### src/rtl/apb_arb_pkg.sv
// Shared types and helpers for the APB request arbiter.
package apb_arb_pkg;

    typedef enum logic [1:0] {
        IDLE  = 2'd0,
        ISSUE = 2'd1,
        WAIT  = 2'd2,
        DONE  = 2'd3
    } arb_state_e;

    // Width of a requester index; never narrower than one bit.
    function automatic int grant_w(input int n);
        return (n <= 2) ? 1 : $clog2(n);
    endfunction

    localparam int N_REQ_DEFAULT = 4;
    localparam int GRANT_W_DEFAULT = grant_w(N_REQ_DEFAULT);

endpackage

### src/rtl/rr_picker.sv
// Combinational round-robin picker: rotate the request vector so the search
// starts just above the last grant, take the lowest set bit, rotate back.
module rr_picker
    import apb_arb_pkg::*;
#(
    parameter int N_REQ = 4,
    parameter int GW    = grant_w(N_REQ)
)
(
    input  logic [N_REQ-1:0] i_req,
    input  logic [GW-1:0]    i_last,
    output logic [GW-1:0]    o_win,
    output logic             o_valid
);

    localparam logic [GW-1:0] LAST_IDX = GW'(N_REQ - 1);
    localparam logic [GW:0]   N_WIDE   = (GW + 1)'(N_REQ);

    logic [GW-1:0]      w_start;
    logic [2*N_REQ-1:0] w_dbl;
    logic [N_REQ-1:0]   w_rot;
    logic [GW-1:0]      w_idx;
    logic               w_found;
    logic [GW:0]        w_sum;

    // Rotate, priority-encode from bit 0 of the rotated vector, un-rotate.
    always_comb begin
        w_start = (i_last == LAST_IDX) ? '0 : i_last + 1'b1;
        w_dbl   = {i_req, i_req};
        w_rot   = N_REQ'(w_dbl >> w_start);
        w_idx   = '0;
        w_found = 1'b0;
        for (int i = 0; i < N_REQ; i++) begin
            if (!w_found && w_rot[i]) begin
                w_idx   = GW'(i);
                w_found = 1'b1;
            end
        end
        w_sum   = {1'b0, w_start} + {1'b0, w_idx};
        o_win   = (w_sum >= N_WIDE) ? GW'(w_sum - N_WIDE) : GW'(w_sum);
        o_valid = |i_req;
    end

endmodule

### src/rtl/apb_req_arbiter.sv
// Round-robin arbiter sharing one APB master request port among N_REQ
// requesters. The winner's request is latched, a one-cycle transfer pulse is
// issued, and the requester gets a one-cycle ack once the master reports ready.
//
// state | meaning
// IDLE  | waiting for any request; winner latched on leaving
// ISSUE | transfer pulse to the master
// WAIT  | holding latched request until ready; rdata captured on ready
// DONE  | ack pulse to the granted requester
module apb_req_arbiter
    import apb_arb_pkg::*;
#(
    parameter int N_REQ = 4,
    parameter int AW    = 32,
    parameter int DW    = 32
)
(
    input  logic                       PCLK,
    input  logic                       PRESET,
    input  logic [N_REQ-1:0]           req_i,
    input  logic [N_REQ-1:0]           req_write_i,
    input  logic [N_REQ*AW-1:0]        req_addr_i,
    input  logic [N_REQ*DW-1:0]        req_wdata_i,
    output logic [N_REQ-1:0]           ack_o,
    output logic [DW-1:0]              rdata_o,
    output logic                       busy_o,
    output logic [$clog2(N_REQ)-1:0]   grant_id_o,
    output logic                       transfer,
    output logic                       write,
    output logic [AW-1:0]              addr,
    output logic [DW-1:0]              wdata,
    input  logic                       ready,
    input  logic [DW-1:0]              rdata
);

    localparam int GW = grant_w(N_REQ);

    arb_state_e     r_state;
    arb_state_e     w_next;
    logic [GW-1:0]  r_grant;
    logic [GW-1:0]  r_last;
    logic           r_write;
    logic [AW-1:0]  r_addr;
    logic [DW-1:0]  r_wdata;
    logic [DW-1:0]  r_rdata;

    logic [GW-1:0]  w_win;
    logic           w_valid;
    logic           w_sel_write;
    logic [AW-1:0]  w_sel_addr;
    logic [DW-1:0]  w_sel_wdata;

    rr_picker #(
        .N_REQ (N_REQ),
        .GW    (GW)
    ) u_picker (
        .i_req   (req_i),
        .i_last  (r_last),
        .o_win   (w_win),
        .o_valid (w_valid)
    );

    // Mux the winning requester's command fields.
    always_comb begin
        w_sel_write = 1'b0;
        w_sel_addr  = '0;
        w_sel_wdata = '0;
        for (int k = 0; k < N_REQ; k++) begin
            if (w_win == GW'(k)) begin
                w_sel_write = req_write_i[k];
                w_sel_addr  = req_addr_i[k*AW +: AW];
                w_sel_wdata = req_wdata_i[k*DW +: DW];
            end
        end
    end

    // State register.
    always_ff @(posedge PCLK or posedge PRESET) begin
        if (PRESET) begin
            r_state <= IDLE;
        end else begin
            r_state <= w_next;
        end
    end

    // Next-state logic; ready only matters in WAIT.
    always_comb begin
        w_next = r_state;
        case (r_state)
            IDLE:    if (w_valid) w_next = ISSUE;
            ISSUE:   w_next = WAIT;
            WAIT:    if (ready) w_next = DONE;
            DONE:    w_next = IDLE;
            default: w_next = IDLE;
        endcase
    end

    // Output decode from the current state.
    always_comb begin
        transfer = (r_state == ISSUE);
        busy_o   = (r_state != IDLE);
        ack_o    = '0;
        for (int k = 0; k < N_REQ; k++) begin
            ack_o[k] = (r_state == DONE) && (r_grant == GW'(k));
        end
    end

    // Request latch on grant, response capture on ready.
    always_ff @(posedge PCLK or posedge PRESET) begin
        if (PRESET) begin
            r_grant <= '0;
            r_last  <= GW'(N_REQ - 1);
            r_write <= 1'b0;
            r_addr  <= '0;
            r_wdata <= '0;
            r_rdata <= '0;
        end else begin
            if (r_state == IDLE && w_valid) begin
                r_grant <= w_win;
                r_write <= w_sel_write;
                r_addr  <= w_sel_addr;
                r_wdata <= w_sel_wdata;
            end
            if (r_state == WAIT && ready) begin
                r_rdata <= rdata;
                r_last  <= r_grant;
            end
        end
    end

    assign write      = r_write;
    assign addr       = r_addr;
    assign wdata      = r_wdata;
    assign rdata_o    = r_rdata;
    assign grant_id_o = $clog2(N_REQ)'(r_grant);

endmodule

### config.mk
export PLATFORM = sky130hd
export DESIGN_NAME = apb_req_arbiter
export DESIGN_NICKNAME = d
export VERILOG_FILES = /design/src/rtl/apb_arb_pkg.sv /design/src/rtl/rr_picker.sv /design/src/rtl/apb_req_arbiter.sv
export SDC_FILE = /design/constraint.sdc
export NUM_CORES = 1
export LEC_CHECK = 0
export ABC_AREA = 1
export ABC_CLOCK_PERIOD_IN_PS = 3650
export BUFFER_PORTS_ARGS = -buffer_cell sky130_fd_sc_hd__buf_2
export CORE_MARGIN = 8
export CORE_UTILIZATION = 30
export DETAILED_ROUTE_END_ITERATION = 6
export GPL_ROUTABILITY_DRIVEN = 0
export GPL_TIMING_DRIVEN = 0
export MAX_ROUTING_LAYER = met4
export REMOVE_ABC_BUFFERS = 1
export SETUP_SLACK_MARGIN = 0.1
export SLEW_MARGIN = 20
export SYNTH_ARGS = -nofsm -noshare
export SYNTH_HDL_FRONTEND = slang
export SYNTH_SLANG_ARGS = --single-unit
### constraint.sdc
create_clock -name PCLK -period 3.65 [get_ports PCLK]
set_clock_uncertainty 0.2 [all_clocks]
set_input_delay 0.73 -clock PCLK [delete_from_list [all_inputs] [get_ports PCLK]]
set_output_delay 0.73 -clock PCLK [all_outputs]
set_load 0.05 [all_outputs]
# Word-level counts from Yosys, hierarchy flattened

Cells that the tools add are included.

Register bits: 103
Bits in latches: 0
Memory bits (writable): 0
Memory bits (read-only): 0
Input bits: 299
Output and inout port bits: 105
Word-level logic and storage cells: 65
Memories kept: 0

$add $sub $neg: 3
Multiply operators: 0
Divide/modulo/power cells: 0
$lt $le $gt $ge: 1
Eq/ne operators: 12
Shift operators: 1
Muxes and demuxes: 23
Bitwise operators: 0
Reductions and logical operators: 18

Operator list:

| operator              | number |
|---|---|
| $mux W32              | 8 |
| $eq A2 B2 Y1 const B  | 7 |
| $mux W2               | 6 |
| $logic_and A1 B1 Y1   | 9 |
| $mux W1               | 8 |
| $pmux W2 S4           | 1 |
| $shr A8 B2 Y4         | 1 |
| $eq A2 B1 Y1 const B  | 3 |
| $logic_not A2 Y1      | 3 |
| $ne A2 B2 Y1 const B  | 2 |
| $reduce_or A4 Y1      | 1 |
| $add A2 B2 Y3         | 1 |
| $ge A3 B3 Y1 const B  | 1 |
| $logic_not A1 Y1      | 3 |
| $add A2 B1 Y2 const B | 1 |
| $reduce_and A2 Y1     | 1 |
| $reduce_bool A2 Y1    | 1 |
| $sub A2 B1 Y2 const B | 1 |

# Depth between registers and ports, before layout

Gate-level depths: netlist of the first run.

Word-level depth: 21
Gate-level depth with buffers: 18
Mapped depth without buffers: 16

# Cells and area by module

Synthesis of the first run repeated with hierarchy kept, for this count alone.

Cell total of the unflattened synthesis: 940
Area, all modules: 6238.5 um^2

Modules (own cells, without submodules):

| module          | instances | cells each | area an instance (um^2) | sequential area each (um^2) |
|---|---|---|---|---|
| apb_req_arbiter | 1         | 889        | 5974.5                  | 2580.0 |
| rr_picker       | 1         | 51         | 264.0                   | 0.0 |

# Worst setup path before layout of the first run

No wires, ideal clock.

Path type: register -> register
From: register r_last[0]
To: register r_addr[27] (netlist: addr[27])
Library setup time: 118 ps
Arrival: 2583 ps
Required time: 3332 ps
Setup slack: 749 ps
Stages on the path, launching flop included: 16
Path buffers: 2
Period minus slack after synthesis: 2901 ps
Path through: dfstp_2 ha_1 inv_1 nand3_1 nand2_1 nand3_1 a21boi_0 ha_1 buf_2 inv_1 clkbuf_1 nand4_1 nand3_1 nand2_1 nand2_1 nand2_1

Word-level cells in the longest chain between the ends: 21
Elaborated cells between the ends (all ways): 28
Those cells by class: add/sub (3); order compare (1); eq/ne (4); shift (1); mux (12); reduce/logical (7)

RTL lines:

| what                                          | line                   | source |
|---|---|---|
| from (decl)                                   | apb_req_arbiter.sv:41  | `logic [GW-1:0] r_last;` |
| from (signal assigned)                        | apb_req_arbiter.sv:112 | `r_last <= GW'(N_REQ - 1);` |
| from (signal assigned)                        | apb_req_arbiter.sv:126 | `r_last <= r_grant;` |
| $add A2 B1 Y2 or $eq A2 B2 Y1 (tied branches) | rr_picker.sv:28        | `w_start = (i_last == LAST_IDX) ? '0 : i_last + 1'b1;` |
| $mux W2 (*)                                   | rr_picker.sv:28        |  |
| $shr A8 B2 Y4                                 | rr_picker.sv:30        | `w_rot = N_REQ'(w_dbl >> w_start);` |
| $mux W1                                       | rr_picker.sv:34        | `if (!w_found && w_rot[i]) begin` |
| $logic_not A1 Y1                              | rr_picker.sv:34        |  |
| $logic_and A1 B1 Y1                           | rr_picker.sv:34        |  |
| $mux W1                                       | rr_picker.sv:34        |  |
| $logic_not A1 Y1                              | rr_picker.sv:34        |  |
| (+4 left out)                                 | n/a                    |  |
| $mux W2                                       | rr_picker.sv:34        |  |
| $add A2 B2 Y3 (*)                             | rr_picker.sv:39        | `w_sum = {1'b0, w_start} + {1'b0, w_idx};` |
| $ge A3 B3 Y1 or $sub A2 B1 Y2 (tied branches) | rr_picker.sv:40        | `o_win = (w_sum >= N_WIDE) ? GW'(w_sum - N_WIDE) : GW'(w_sum);` |
| $mux W2 (*)                                   | rr_picker.sv:40        |  |
| via u_picker.o_win[0]                         | rr_picker.sv:12        | `output logic [GW-1:0] o_win,` |
| $logic_not A2 Y1                              | apb_req_arbiter.sv:69  | `if (w_win == GW'(k)) begin` |
| $mux W32 (3 in a row)                         | apb_req_arbiter.sv:69  |  |
| $mux W32 (*)                                  | apb_req_arbiter.sv:69  |  |
| to (signal assigned)                          | apb_req_arbiter.sv:121 | `r_addr <= w_sel_addr;` |
| to (decl)                                     | apb_req_arbiter.sv:43  | `logic [AW-1:0] r_addr;` |

The timed path passes the listed nets; every way through them passes the cells marked *.
A chain may end at the register's enable or synchronous reset.

# Final worst setup path of the first run

From: register r_last[0]
To: register r_wdata[30] (netlist: wdata[30])

Word-level cells in the longest chain between the ends: 21
Elaborated cells between the ends (all ways): 28
Those cells by class: add/sub (3); order compare (1); eq/ne (4); shift (1); mux (12); reduce/logical (7)

RTL lines:

| what                                          | line                   | source |
|---|---|---|
| $add A2 B1 Y2 or $eq A2 B2 Y1 (tied branches) | rr_picker.sv:28        |  |
| $mux W2 (*)                                   | rr_picker.sv:28        |  |
| $shr A8 B2 Y4                                 | rr_picker.sv:30        |  |
| $mux W1                                       | rr_picker.sv:34        |  |
| $logic_not A1 Y1                              | rr_picker.sv:34        |  |
| $logic_and A1 B1 Y1                           | rr_picker.sv:34        |  |
| $mux W1                                       | rr_picker.sv:34        |  |
| $logic_not A1 Y1                              | rr_picker.sv:34        |  |
| (+4 left out)                                 | n/a                    |  |
| $mux W2                                       | rr_picker.sv:34        |  |
| $add A2 B2 Y3 (*)                             | rr_picker.sv:39        |  |
| $ge A3 B3 Y1 or $sub A2 B1 Y2 (tied branches) | rr_picker.sv:40        |  |
| $mux W2 (*)                                   | rr_picker.sv:40        |  |
| via u_picker.o_win[0]                         | rr_picker.sv:12        |  |
| $logic_not A2 Y1                              | apb_req_arbiter.sv:69  |  |
| $mux W32 (3 in a row)                         | apb_req_arbiter.sv:69  |  |
| $mux W32 (*)                                  | apb_req_arbiter.sv:69  |  |
| to (signal assigned)                          | apb_req_arbiter.sv:122 | `r_wdata <= w_sel_wdata;` |
| to (decl)                                     | apb_req_arbiter.sv:44  | `logic [DW-1:0] r_wdata;` |

Marks and branches as above.

==> results of run 1 <==
==> synthesized netlist by cell type, drive strengths merged, types with 2 or more instances <==
library cell	count
nand2	341
o21ai	110
nand3	107
inv	103
dfrtp	101
mux2	32
buf	30
clkbuf	27
nand4	16
or2	8
ha	6
nor2	4
nor3	4
dfstp	2
==> how the worst max path moves through the flow <==
stage | startpoint | slack, ns | end | depth (start not counted)
5_1_grt | r_last[1] | 0.12 | wdata[30] | 17
6_report | r_last[0] | 0.27 | wdata[30] | 15
3_5_place_dp | r_last[0] | -1.04 | addr[9] | 16
3_3_place_gp | r_last[0] | -3.14 | addr[9] | 12
2_1_floorplan | r_last[0] | -0.79 | addr[0] | 12
4_1_cts | r_last[0] | 0.11 | wdata[30] | 17
==> routing by layer <==
metal	part of all wire (%)	global-route usage, %
met1	41	26.4
met2	50	38.3
met5	0	-
met3	7.0	4.58
met4	2.3	6.73
==> logic make-up (layout without fill, tap and decap cells) <==
kind of cell / Yosys count / count (layout) / share of synthesized area [%]
and+or+nand+nor: 481 / 491 / 32.4
AOI/OAI and AO/OA: 114 / 114 / 9.06
xor gates and xnor gates: 1 / 1 / 0.138
adders and majority gates: 6 / 6 / 1.18
other: 0 / 2 / 0
DFF: 103 / 103 / 40.5
muxes: 32 / 32 / 5.66
buffers and inverters: 160 / 540 / 11.1
==> stage by stage <==
stage,std cells,setup slack [ns]
floorplan,840,-0.786
global placement,1518,-3.14
detailed placement,1523,-1.04
CTS,1561,0.109
global route,1564,0.121
finish,1564,0.272
==> repair_timing <==
| action | CTS | global route |
|---|---|---|
| pin swaps | 9 | 1 |
| resized for setup | 10 | 6 |
| cloned | 10 | 0 |
| setup endpoints to repair | 65 | 66 |
| buffers inserted | 12 | 1 |
| hold buffers | 0 | 0 |
==> sequential cells by signal, summed over array words and instances, names as in the netlist <==
| register | flops |
|---|---|
| rdata_o | 32 |
| r_last | 2 |
| wdata | 32 |
| write | 1 |
| r_state | 2 |
| addr | 32 |
| grant_id_o | 2 |
==> cells in the final DEF (no fill, tap or decap), drive strengths merged, types with 4 or more instances in the layout <==
master,instances
buf,421
nand2,346
o21ai,110
nand3,108
inv,106
dfrtp,101
mux2,32
nand4,16
clkbuf,9
or2,8
nor2,8
ha,6
nor3,4
==> layout make-up <==
cell class | instances | area, um^2 | area share [%]
tap | 275 | 344 | 3.72
sequential | 103 | 2580 | 27.9
clock buffer | 9 | 225 | 2.44
multi-input combinational | 644 | 3280 | 35.5
inverter | 103 | 397 | 4.29
timing repair buffer | 421 | 2290 | 24.8
antenna | 2 | 5.00 | 0.0541
clock inverter | 7 | 124 | 1.34
==> worst reg2reg max path, cell delays in order (launching register included) <==
cell,delay [ns]
dfstp_2,0.55
ha_2,0.34
inv_1,0.14
nand3_1,0.08
nand2_1,0.09
nand3_1,0.08
a21boi_2,0.18
ha_4,0.30
buf_16,0.23
inv_4,0.51
nor2_4,0.06
buf_12,0.17
nand2_1,0.07
nand3_1,0.14
nand2_1,0.10
nand2_1,0.05
==> summary.txt, run 1 <==
Logic synthesis
  – Yosys warns: 0
  – Post-synth top area cell: dfrtp_1
  – Number of flops mapped to enable cells by yosys: 0
  – Post-synth cell types: 31
  – Register area share after synthesis: slightly above 40%
  – Synth area leaders: dfrtp_1, nand2_1, nand3_1, inv_1, mux2_2
  – Avg Inst Size Synth: around 7 um^2
  – Cell area after synthesis: approximately 0.0064 mm^2
  – Seq cells post-synth: slightly above 100
  – Synth Flop Type: dfrtp_1
  – Post-Synthesis Cells: roughly 900
  – Top cell type's share of synthesized area: 39.7%
  – Ys async rst share: between 90% and 100%

CTS
  – Num CTS Buffers: 9
  – H-tree depth: 3
  – CTS root buffer: clkbuf_16
  – Clock slew seen by the registers of the worst setup and hold paths: roughly 0.08 ns
  – Clock Path Buffers: 2
  – Clk_lat worst skew: approximately 0.36 ns
  – TritonCTS clock tree: yes
  – Sink Count: between 100 and 150

Finish
  – Final core occ: between 40% and 50%
  – Share of layout cells above drive strength 1: between 30 and 40%
  – Cell area after layout: 0.00925 mm^2
  – FILL cells: ~2300
  – Area growth syn-to-layout: 45.2%
  – # nets final: between 1500 and 2000

Place
  – Port bufs: about 400
  – HPWL Detailed: 19.9 mm
  – Placed cell areas: between 0.008 and 0.009 mm^2

Worst setup path
  – Worst setup path class: register to register
  – Kind of cell adding the most delay to the critical path: buffers and inverters
  – CP max-delay cell: dfstp_2
  – CP max FO: 54
  – CP arrival: between 3 and 4 ns
  – Worst path cell trace: ha_2 -> inv_1 -> nand3_1 -> nand2_1 -> nand3_1 -> a21boi_2 -> ha_4 -> buf_16 -> inv_4 -> nor2_4 -> buf_12 -> nand2_1 -> nand3_1 -> nand2_1 -> nand2_1
  – Slowest stage delay, CP: 0.55 ns
  – CP Launch Type: register
  – Register-to-Register Setup Slack: approximately 0.27 ns
  – Worst R2R End: wdata[30]
  – Worst reg2reg path startpoint: r_last[0]
  – Worst EP required: 3.70 ns
  – Worst Setup End Kind: register
  – Most used cell, CP: nand2_1
  – Worst Path Buf+Inv: 4
  – Reg2Reg Depth: 15

Drt
  – Vias per std cell: 4.82
  – Post-Route WL: around 30 mm
  – WL per Instance: 18.9 um
  – Initial DRC count: 440
  – Post-route DRC: 0
  – Via Count: ~7500
  – Final ANT Viol Nets: 0
  – 1st-pass router iterations: 7

Floorplanning
  – Core Rows: 53
  – Core footprint: approximately 0.021 mm^2
  – Initial core utilization: between 30 and 40%
  – Die width: between 150 and 200 um
  – Die height: 162 um
  – # IOs: between 400 and 500
  – Die area: 0.0261 mm^2

Timing
  – Unrepaired setup endpoints after global routing: false
  – Period minus WS final: 3.38 ns
  – Final setup violation count: 0
  – Final Max Tran Viols: 0
  – Worst hold margin: between 0.2 and 0.25 ns
  – Worst slew pin tran: 0.689 ns
  – Setup TNS: 0 ns
  – Max transition margin: around 54%
  – Fin. Hold Viols: 0
  – Max Clk Rate: ~0.3 GHz
  – Fin crit share: just over 90%

Global routing
  – Largest net degree at the start of global routing: 68
  – Number of global-route vias before repair: between 7000 and 8000
  – Initial antenna violation count: 2
  – First-pass GRT wire length: 43.8 mm
  – Grt ovf: 0
  – GRT Util Overall: around 22%

Worst hold path
  – Min-Delay Path Class: input port to async pin

Run status
  – Outcome: complete, no violations

Flow run
  – Max-cap violations: 0
Power of run 1 is not shown: default switching activity piles up to over one toggle a cycle in this logic, so the estimate is an artifact.
==> run 2: changes to the inputs <==
BUFFER_PORTS_ARGS = -buffer_cell sky130_fd_sc_hd__clkbuf_2   (was -buffer_cell sky130_fd_sc_hd__buf_2)
REMOVE_ABC_BUFFERS = unset   (was 1)
==> run 2 against run 1 <==
Effect of this change: via count fell by 1.3%; utilization fell by 0.48 points; non-clock buffer count rose by 45; register-to-register slack improved by 0.11 ns; wire length fell by 5.7%.
==> summary.txt, run 2 (synthesis results as in run 1) <==
Logic synthesis
  – Syn_nets: 1202

CTS
  – Cts hold-fix bufs: 0
  – Sink Count: 103
  – Clock slew seen by the registers of the worst setup and hold paths: ~0.080 ns
  – Clock Path Buffers: 2
  – Num CTS Buffers: 9
  – H-tree depth: 3
  – TritonCTS clock tree: yes
  – CTS root buffer: clkbuf_16
  – Clk_lat worst skew: roughly 0.35 ns

Worst setup path
  – Register-to-Register Setup Slack: roughly 0.38 ns
  – Worst setup path class: register to register
  – Worst Path Buf+Inv: 4
  – CP max FO: 10
  – Slowest stage delay, CP: between 0.5 and 0.6 ns
  – CP Launch Type: register
  – Worst path cell trace: ha_1 -> inv_1 -> nand3_1 -> nand2_1 -> nand3_1 -> a21boi_0 -> ha_2 -> xnor2_1 -> inv_1 -> nand2_4 -> nand2_8 -> buf_6 -> clkbuf_4 -> o21ai_0 -> nand3_1 -> nand2_1 -> nand2_1
  – Worst reg2reg path startpoint: r_last[0]
  – CP arrival: between 3 and 4 ns
  – Kind of cell adding the most delay to the critical path: simple AND/OR/NAND/NOR gates
  – Crit. Startpoint: r_last[0]
  – CP max-delay cell: dfstp_2
  – Worst EP required: 3.68 ns
  – Worst Setup End Kind: register

Floorplanning
  – Die height: 162 um
  – Die area: about 0.026 mm^2
  – Core Rows: 53
  – Core footprint: 0.0210 mm^2
  – Die width: 162 um
  – Initial core utilization: between 30% and 40%
  – # IOs: 404

Drt
  – Vias per std cell: ~4.7
  – Post-Route WL: around 28 mm
  – WL per Instance: approximately 17 um
  – Post-route DRC: 0
  – 1st-pass router iterations: 5
  – Initial DRC count: 405
  – Final ANT Viol Nets: 0
  – Via Count: roughly 7400

Global routing
  – Number of global-route vias before repair: about 7400
  – Grt ovf: 0
  – GRT Util Overall: approximately a fifth
  – Largest net degree at the start of global routing: 32
  – Initial antenna violation count: 0
  – First-pass GRT wire length: between 40 and 50 mm

Timing
  – Max transition margin: a little over half
  – Unrepaired setup endpoints after global routing: false
  – Final setup violation count: 0
  – Fin crit share: about nine tenths
  – Final Max Tran Viols: 0
  – Max Clk Rate: 0.306 GHz
  – Period minus WS final: around 3.3 ns
  – Fin. Hold Viols: 0
  – Worst slew pin tran: between 0.6 and 0.7 ns

Place
  – Placed cell areas: just under 0.009 mm^2
  – HPWL Detailed: 22.9 mm
  – Port bufs: about 400

Finish
  – FILL cells: around 2200
  – Share of layout cells above drive strength 1: 38.7%
  – Commonest cells after routing, fill and taps aside: clkbuf_2, nand2_1, nand3_1, dfrtp_1, inv_1
  – Area growth syn-to-layout: 43.6%
  – Leading cell type in the layout, fill and taps excluded: clkbuf_2
  – Cell area after layout: 0.00915 mm^2
  – Final core occ: a little over two fifths
  – # nets final: between 1500 and 2000
  – Ant. Diodes: 0

Run status
  – Outcome: complete, no violations

Flow run
  – Max-cap violations: 0

Worst hold path
  – Min-Delay Path Class: input port to async pin
==> run 2: through the flow <==
stage          hold WS, ns  instances  TNS [ns]  worst slack, ns
2_1_floorplan        0.272        897         0            0.749
3_3_place_gp         0.263       1575   -0.0262          -0.0262
5_1_grt              0.148       1597         0            0.115
6_report             0.138       1597         0            0.378
4_1_cts              0.132       1594         0            0.108
3_5_place_dp         0.264       1578   -0.0316          -0.0316
==> run 2: worst paths after layout <==
kind	cells past startpoint	to
hold reg to reg	2	addr[15]
max in group asynchronous	4	r_last[0]
setup reg to reg	17	wdata[14]
hold / removal	2	rdata_o[6]
min in group PCLK	2	addr[15]
setup / recovery	17	wdata[14]
==> run 2: layout make-up <==
cell class | instances | area, um^2 | area share, %
Multi-Input combinational cell | 634 | 3090 | 33.7
Sequential cell | 103 | 2580 | 28.2
Timing Repair Buffer | 409 | 2100 | 23.0
Inverter | 103 | 390 | 4.27
Tap cell | 275 | 344 | 3.76
Buffer | 57 | 338 | 3.69
Clock buffer | 9 | 225 | 2.46
Clock inverter | 7 | 83.8 | 0.917
==> run 2: per-layer routing <==
layer  vias to the layer above  GRT usage (%)  part of all wire (%)
li1                       3707              -                     -
met4                         0           6.40                   2.3
met1                      3379           26.4                    43
met2                       310           34.5                    48
met5                         -              -                     0
met3                        39           3.95                   6.7
==> run 2: timing repair <==
item | in CTS | in global routing
gates resized for setup | 4 | 14
pin swaps | 0 | 1
buffers inserted | 0 | 3
endpoints found under the setup margin | 33 | 61
Power of run 2 is left out for the same reason.
